## config.mk

```make
export PLATFORM = sky130hd
export DESIGN_NAME = scan_sequencer
export DESIGN_NICKNAME = d
export VERILOG_FILES = /design/src/rtl/scan_pkg.sv /design/src/rtl/scan_next_finder.sv /design/src/rtl/scan_sequencer.sv
export SDC_FILE = /design/constraint.sdc
export NUM_CORES = 1
export LEC_CHECK = 0
export BUFFER_PORTS_ARGS = -buffer_cell sky130_fd_sc_hd__buf_2
export CAP_MARGIN = 25
export CELL_PAD_IN_SITES_DETAIL_PLACEMENT = 1
export CELL_PAD_IN_SITES_GLOBAL_PLACEMENT = 1
export CORE_UTILIZATION = 24
export CTS_CLUSTER_SIZE = 10
export DETAILED_ROUTE_END_ITERATION = 10
export GPL_ROUTABILITY_DRIVEN = 0
export GPL_TIMING_DRIVEN = 1
export PLACE_DENSITY_LB_ADDON = 0.1
export SLEW_MARGIN = 20
export SYNTH_ARGS = -nofsm -noshare
export SYNTH_HDL_FRONTEND = slang
export SYNTH_SLANG_ARGS = --single-unit
export TNS_END_PERCENT = 100
```

## constraint.sdc

```tcl
create_clock -name clk -period 2.54 [get_ports clk]
set_clock_uncertainty 0.15 [all_clocks]
set_input_delay 0.127 -clock clk [delete_from_list [all_inputs] [get_ports clk]]
set_output_delay 0.127 -clock clk [all_outputs]
set_load 0.05 [all_outputs]
```

## src/rtl/scan_pkg.sv

```systemverilog
// Shared defaults and state encoding for the scan sequencer and its helper.
package scan_pkg;

  localparam int SEL_W_DEF   = 4;
  localparam int DWELL_W_DEF = 16;
  localparam int NUM_POS     = 2 ** SEL_W_DEF;

  typedef enum logic {
    IDLE = 1'b0,
    RUN  = 1'b1
  } state_e;

endpackage

```

## src/rtl/scan_next_finder.sv

```systemverilog
// Combinational search over the position mask: next enabled index after the
// current one (wrapping to the first), plus first/final enabled index <= last_sel.
module scan_next_finder
  import scan_pkg::*;
#(
  parameter int SEL_W = SEL_W_DEF
) (
  input  logic [SEL_W-1:0]      cur_idx_i,
  input  logic [2**SEL_W-1:0]   mask_i,
  input  logic [SEL_W-1:0]      last_sel_i,
  output logic [SEL_W-1:0]      next_idx_o,
  output logic [SEL_W-1:0]      first_idx_o,
  output logic [SEL_W-1:0]      final_idx_o,
  output logic                  none_enabled_o
);

  localparam int NUM = 2 ** SEL_W;

  logic             found_next_s;
  logic [SEL_W-1:0] idx_s;

  // Ascending scan: first hit sets first_idx, last hit sets final_idx.
  always_comb begin
    next_idx_o     = '0;
    first_idx_o    = '0;
    final_idx_o    = '0;
    none_enabled_o = 1'b1;
    found_next_s   = 1'b0;
    idx_s          = '0;
    for (int i = 0; i < NUM; i++) begin
      idx_s = SEL_W'(i);
      if (mask_i[i] && (idx_s <= last_sel_i)) begin
        if (none_enabled_o) begin
          first_idx_o    = idx_s;
          none_enabled_o = 1'b0;
        end else begin
          none_enabled_o = 1'b0;
        end
        final_idx_o = idx_s;
        if (!found_next_s && (idx_s > cur_idx_i)) begin
          next_idx_o   = idx_s;
          found_next_s = 1'b1;
        end else begin
          found_next_s = found_next_s;
        end
      end else begin
        found_next_s = found_next_s;
      end
    end
    if (!found_next_s) begin
      next_idx_o = first_idx_o;
    end else begin
      next_idx_o = next_idx_o;
    end
  end

endmodule

```

## src/rtl/scan_sequencer.sv

```systemverilog
// Select-code sequencer for a one-hot decoder: dwell-timed stepping through
// positions, single or continuous frames. Optional SCAN_MASK_EN skips masked positions.
module scan_sequencer
  import scan_pkg::*;
#(
  parameter int SEL_W   = SEL_W_DEF,
  parameter int DWELL_W = DWELL_W_DEF
) (
  input  logic                 clk,
  input  logic                 rst,
  input  logic                 start,
  input  logic                 stop,
  input  logic                 continuous,
  input  logic [DWELL_W-1:0]   dwell,
  input  logic [SEL_W-1:0]     last_sel,
  input  logic [2**SEL_W-1:0]  mask,
  output logic [SEL_W-1:0]     select,
  output logic                 sel_valid,
  output logic                 step,
  output logic                 frame_done,
  output logic                 busy
);

  state_e             state_q, state_d;
  logic [SEL_W-1:0]   select_q, select_d;
  logic [DWELL_W-1:0] cnt_q, cnt_d;
  logic               step_q, step_d;
  logic [DWELL_W-1:0] dwell_lat_q, dwell_lat_d;
  logic [SEL_W-1:0]   last_lat_q, last_lat_d;
  logic               cont_lat_q, cont_lat_d;

  logic [SEL_W-1:0]   next_s;
  logic [SEL_W-1:0]   first_s;
  logic [SEL_W-1:0]   final_s;
  logic               none_en_s;

`ifdef SCAN_MASK_EN
  logic [2**SEL_W-1:0] mask_lat_q, mask_lat_d;
  logic [2**SEL_W-1:0] fnd_mask_s;
  logic [SEL_W-1:0]    fnd_last_s;

  // In IDLE the finder looks at the live inputs so start can pick the first position.
  assign fnd_mask_s = (state_q == IDLE) ? mask     : mask_lat_q;
  assign fnd_last_s = (state_q == IDLE) ? last_sel : last_lat_q;

  scan_next_finder #(
    .SEL_W (SEL_W)
  ) u_finder (
    .cur_idx_i      (select_q),
    .mask_i         (fnd_mask_s),
    .last_sel_i     (fnd_last_s),
    .next_idx_o     (next_s),
    .first_idx_o    (first_s),
    .final_idx_o    (final_s),
    .none_enabled_o (none_en_s)
  );
`else
  logic mask_unused_s;

  assign mask_unused_s = ^mask;
  assign next_s        = select_q + SEL_W'(1);
  assign first_s       = '0;
  assign final_s       = last_lat_q;
  assign none_en_s     = 1'b0;
`endif

  // Next-state and datapath for the IDLE/RUN controller.
  always_comb begin
    state_d     = state_q;
    select_d    = select_q;
    cnt_d       = cnt_q;
    step_d      = 1'b0;
    dwell_lat_d = dwell_lat_q;
    last_lat_d  = last_lat_q;
    cont_lat_d  = cont_lat_q;
`ifdef SCAN_MASK_EN
    mask_lat_d  = mask_lat_q;
`endif
    case (state_q)
      IDLE: begin
        select_d = '0;
        cnt_d    = '0;
        if (start && !stop && !none_en_s) begin
          state_d     = RUN;
          select_d    = first_s;
          step_d      = 1'b1;
          dwell_lat_d = dwell;
          last_lat_d  = last_sel;
          cont_lat_d  = continuous;
`ifdef SCAN_MASK_EN
          mask_lat_d  = mask;
`endif
        end else begin
          state_d = IDLE;
        end
      end
      RUN: begin
        if (stop) begin
          state_d  = IDLE;
          select_d = '0;
          cnt_d    = '0;
        end else if (cnt_q == dwell_lat_q) begin
          cnt_d = '0;
          if (select_q != final_s) begin
            select_d = next_s;
            step_d   = 1'b1;
          end else if (cont_lat_q) begin
            select_d = first_s;
            step_d   = 1'b1;
          end else begin
            state_d  = IDLE;
            select_d = '0;
          end
        end else begin
          cnt_d = cnt_q + DWELL_W'(1);
        end
      end
      default: begin
        state_d  = IDLE;
        select_d = '0;
        cnt_d    = '0;
      end
    endcase
  end

  // State, position, dwell counter and start-time configuration registers.
  always_ff @(posedge clk) begin
    if (rst) begin
      state_q     <= IDLE;
      select_q    <= '0;
      cnt_q       <= '0;
      step_q      <= 1'b0;
      dwell_lat_q <= '0;
      last_lat_q  <= '0;
      cont_lat_q  <= 1'b0;
`ifdef SCAN_MASK_EN
      mask_lat_q  <= '0;
`endif
    end else begin
      state_q     <= state_d;
      select_q    <= select_d;
      cnt_q       <= cnt_d;
      step_q      <= step_d;
      dwell_lat_q <= dwell_lat_d;
      last_lat_q  <= last_lat_d;
      cont_lat_q  <= cont_lat_d;
`ifdef SCAN_MASK_EN
      mask_lat_q  <= mask_lat_d;
`endif
    end
  end

  // frame_done depends only on registered state, so a coincident stop cannot suppress it.
  assign frame_done = (state_q == RUN) && (cnt_q == dwell_lat_q) && (select_q == final_s);
  assign select     = select_q;
  assign sel_valid  = (state_q == RUN);
  assign busy       = (state_q == RUN);
  assign step       = step_q;

endmodule
```

## Word-level counts from Yosys, hierarchy flattened

Index checks and enable logic that the tools add are counted.

- Add/sub/neg operators: 2
- Eq/ne operators: 4
- Muxes and demuxes: 16
- Bitwise gates (word level): 1
- Reduce and logical (&&, ||, !) cells: 5

Operator list:

| kind | number |
|---|---|
| two-way mux 16 bit | 2 |
| case mux 16 bit (2 select lines) | 1 |
| adder 16 x 1 -> 16 bit, second input constant | 1 |
| equality test 16 bit | 1 |
| two-way mux 4 bit | 3 |
| case mux 4 bit (2 select lines) | 1 |
| two-way mux 1 bit | 7 |
| adder 4 x 1 -> 4 bit, second input constant | 1 |
| equality test 4 bit | 1 |
| != test 4 bit | 1 |
| case mux 1 bit (2 select lines) | 2 |
| logical AND 1 bit | 3 |
| != test 3 x 2 -> 1 bit, second input constant | 1 |
| AND reduction 2 bit | 1 |
| zero test 1 bit | 1 |
| inverter 1 bit | 1 |

- Register bits after elaboration: 43
- Input bits: 41
- Output and inout bits: 8
- Logic and storage cells: 35

## Logic depth before layout (Yosys ltp)

- Depth after elaboration: 5
- Depth in mapped cells: 7
- Depth with buffers taken out: 6

## Worst setup path after synthesis

OpenSTA, ideal clock, no wires.

- Path kind: register to output
- From: reg select_q[3], in the netlist select[3]
- To: out frame_done
- Data arrival time: 1.856 ns
- Required time: 2.263 ns
- Slack: 0.407 ns
- Stages on the path, launching flop included: 4
- Buffers on the path: 0
- Cell sequence: dfxtp_1 xor2_1 nor4_2 and3_1

- Word-level cells in the longest chain between the ends: 2

Ends and longest elaborated chain:

| item | RTL line | text |
|---|---|---|
| start, declared | scan_sequencer.sv:25 | `logic [SEL_W-1:0] select_q, select_d;` |
| start signal, assigned | scan_sequencer.sv:141 | `select_q <= select_d;` |
| equality test 4 bit | scan_sequencer.sv:154 | `assign frame_done = (state_q == RUN) && (cnt_q == dwell_lat_q) && (select_q == final_s);` |
| logical AND 1 bit | scan_sequencer.sv:154 |  |
| end, declared | scan_sequencer.sv:20 | `output logic frame_done,` |

Every way passes these cells.

## Final worst setup path

- From: reg cnt_q[11]
- To: out frame_done

- Word-level cells in the longest chain between the ends: 3

Ends and longest elaborated chain:

| item | RTL line | text |
|---|---|---|
| start, declared | scan_sequencer.sv:26 | `logic [DWELL_W-1:0] cnt_q, cnt_d;` |
| start signal, assigned | scan_sequencer.sv:142 | `cnt_q <= cnt_d;` |
| equality test 16 bit | scan_sequencer.sv:154 |  |
| logical AND 1 bit (2 in series) | scan_sequencer.sv:154 |  |

Every way passes these cells.

==> results.md <==
* NumNets Final at 326
* Period utilisation layout at 0.906
* Iteration-0 DRC Markers at 19
* Count of cell types in the netlist at 29
* Remaining antenna violation count after routing at 0
* Via count at 1645
* Critical path data arrival time at 2020 ps
* Drt wl/cell at 12.5 µm
* Post-Syn Instances at 225
* Bufs and invs on worst path at 2
* Synthesis Warnings at 0
* Total global routing overflow at 0
* CP cell instances: xnor2_1 > nand4_1 > nor4_4 > buf_4 > and3_1 > buf_2
* Post-synthesis sequential area ratio at 0.451
* RSZ-0062 raised after global routing: false
* Worst path required time at 2260 ps
* WL final at 4810 µm
* Flops & latches, synth at 43
* Pwr/cell area at 599 nW/µm²
* Drt first pass iters at 4
* Worst path top cell family by delay: simple AND/OR/NAND/NOR gates
* IO Pins at 49
* Setup TNS at 0 ps
* Worst Hold Class: primary input to flip-flop
* Core Area at 7690 µm²
* Slowest CP cell: dfxtp_1
* Cell area after synthesis at 1910 µm²
* Peak supply drop at 308 µV
* Clk buf depth at 2
* LEAKAGE at 0.000945 µW
* FP Rows at 32
* ANT cells at 0
* Clk sinks at 43
* Clk_lat worst skew at 300 ps
* Fin. max-slew vios at 0
* Crit path launch type: flip-flop
* Final setup vio count at 0
* Placed cell area at 2180 µm²
* Final Hold Violating Endpoints at 0
* H-tree levels at 2
* Final cell count without fillers at 386
* Worst-path maximum fanout at 9
* CTS Buf Count at 5
* Largest net degree at the start of global routing at 24
* CTS tree: yes
* Reg clk slew, reported paths at 90 ps
* Status: finished, final reports clean
* First-pass GRT wire length at 8180 µm
* Worst slew pin tran at 599 ps
* Gr usage total at 0.126
* Via-to-Cell Ratio at 4.26
* # placed instances at 355
* Post-CTS sizing at 0
* Initial antenna violation count at 0
* Clk root buf: clkbuf_8
* Endpoint type of the worst setup path: output port
* DRC viols at 0
* Hpwl dp at 3380 µm
* Cell area after layout at 2540 µm²
* Die Ht at 91.1 µm
* Vias in the first global route at 1700
* Total of max-cap violations at 0
* Maximum clock frequency at 435 MHz
* Relative slew slack at 0.600
* Layout cell share with drive strength beyond 1 at 0.162
* Die footprint at 8310 µm²
* Syn_area_per_cell at 8.47 µm²
* Port-buffer cells at 32
* Starting Density at 0.248
* Syn Nets at 268
* Die width at 91.1 µm
* WS Path Type: flip-flop to output port
* Min Tclk post-route at 2300 ps
* Area growth, synth to finish at 33.1%
* Max stage delay on crit path at 440 ps
## per-layer routing
| layer | track usage | part of all wire | routed length, µm |
|---|---|---|---|
| met2 | 0.210 | 0.48 | 2310 |
| met1 | 0.157 | 0.49 | 2340 |
| met5 | 0 | 0 | 0 |
| met4 | 0.0437 | 0.0096 | 46 |
| met3 | 0.0310 | 0.023 | 112 |
## worst paths after layout
kind              startpoint    endpoint  slack, ps  depth (start not counted)
setup / recovery   cnt_q[11]  frame_done        240                          6
hold / removal           rst  final_s[1]        120                          2
setup reg to reg   cnt_q[11]   cnt_q[15]        550                          7
hold reg to reg     cnt_q[0]    cnt_q[0]        330                          1
## cell usage after synthesis
master / n / area [µm²]
nand2_1: 52 / 195
dfxtp_1: 43 / 861
nand4b_1: 1 / 8.76
nand3_1: 4 / 20.0
a32o_1: 2 / 20.0
buf_6: 1 / 11.3
a31oi_1: 1 / 6.26
nor3_1: 2 / 10.0
nand2b_1: 3 / 18.8
o21ai_0: 3 / 15.0
nand4_1: 5 / 31.3
nor2_1: 25 / 93.8
nor2b_1: 3 / 18.8
and4_1: 1 / 8.76
ha_1: 2 / 25.0
nor3b_1: 2 / 15.0
clkbuf_1: 6 / 22.5
and2_0: 1 / 6.26
buf_4: 1 / 7.51
buf_8: 1 / 15.0
xnor2_1: 22 / 193
nor4_2: 1 / 12.5
xor2_1: 12 / 105
mux2i_1: 2 / 20.0
and2_1: 1 / 6.26
and3_1: 4 / 25.0
nor4_4: 1 / 21.3
inv_1: 1 / 3.75
a21oi_1: 22 / 110
## power by group
group | internal, µW | switching (µW) | total, µW
Combinational | 85.3 | 90.7 | 176
Clock | 393 | 245 | 638
Sequential | 692 | 14.6 | 706
## worst register-to-register path, stage by stage, from the launching register on
cell	delay, ps
dfxtp_1	440
xnor2_1	140
nand4_1	210
nor4_4	310
buf_4	210
nand2b_1	110
buf_4	220
nor2_1	80
## cells in the final DEF, fill, tap and decap left out, types with 4 or more instances in the layout
cell,count
dfxtp_1,43
and3_1,4
buf_4,5
nand2_1,52
dlygate4sd3_1,23
nand4_1,5
a21oi_1,22
buf_2,32
clkbuf_8,5
nor2_1,25
xor2_1,12
xnor2_1,22
nand3_1,4
## sequential cells by signal (all words and copies together), names as in the netlist
register / flops
cnt_q: 16
step: 1
dwell_lat_q: 16
cont_lat_q: 1
final_s: 4
busy: 1
select: 4
## area by class of cell
type,count,area (µm²)
tap,102,128
fill,941,5150
inverter,1,3.75
sequential,43,861
clock inverter,2,60.1
clock buffer,6,72.6
timing repair buffer,60,428
multi-input combinational,172,986
## cell families (layout without fill, tap and decap cells)
logic type      count (synthesis)  after routing  synth area share
compound gates                 28             28            0.0794
xor+xnor                       34             34             0.156
fa+ha+maj                       2              2            0.0131
buf+inv                        10             69            0.0315
flops                          43             43             0.451
mux                             2              2            0.0105
simple gates                  106            106             0.258
## timing repair
action,4_1_cts,5_1_grt
setup buffers,0,0
hold endpoints to repair,23,0
hold buffers,23,0
## stage by stage
step | power, µW | util | setup WS [ps] | hold slack (ps)
after floorplan | 817 | - | 407 | 46.1
after global routing | 1600 | 0.330 | 133 | 124
after CTS | 1540 | 0.330 | 205 | 124
after global placement | 873 | 0.283 | 545 | 221
final | 1520 | 0.330 | 239 | 119
after detailed placement | 873 | 0.283 | 531 | 226
No activity file was read; power rests on OpenSTA's default activity.
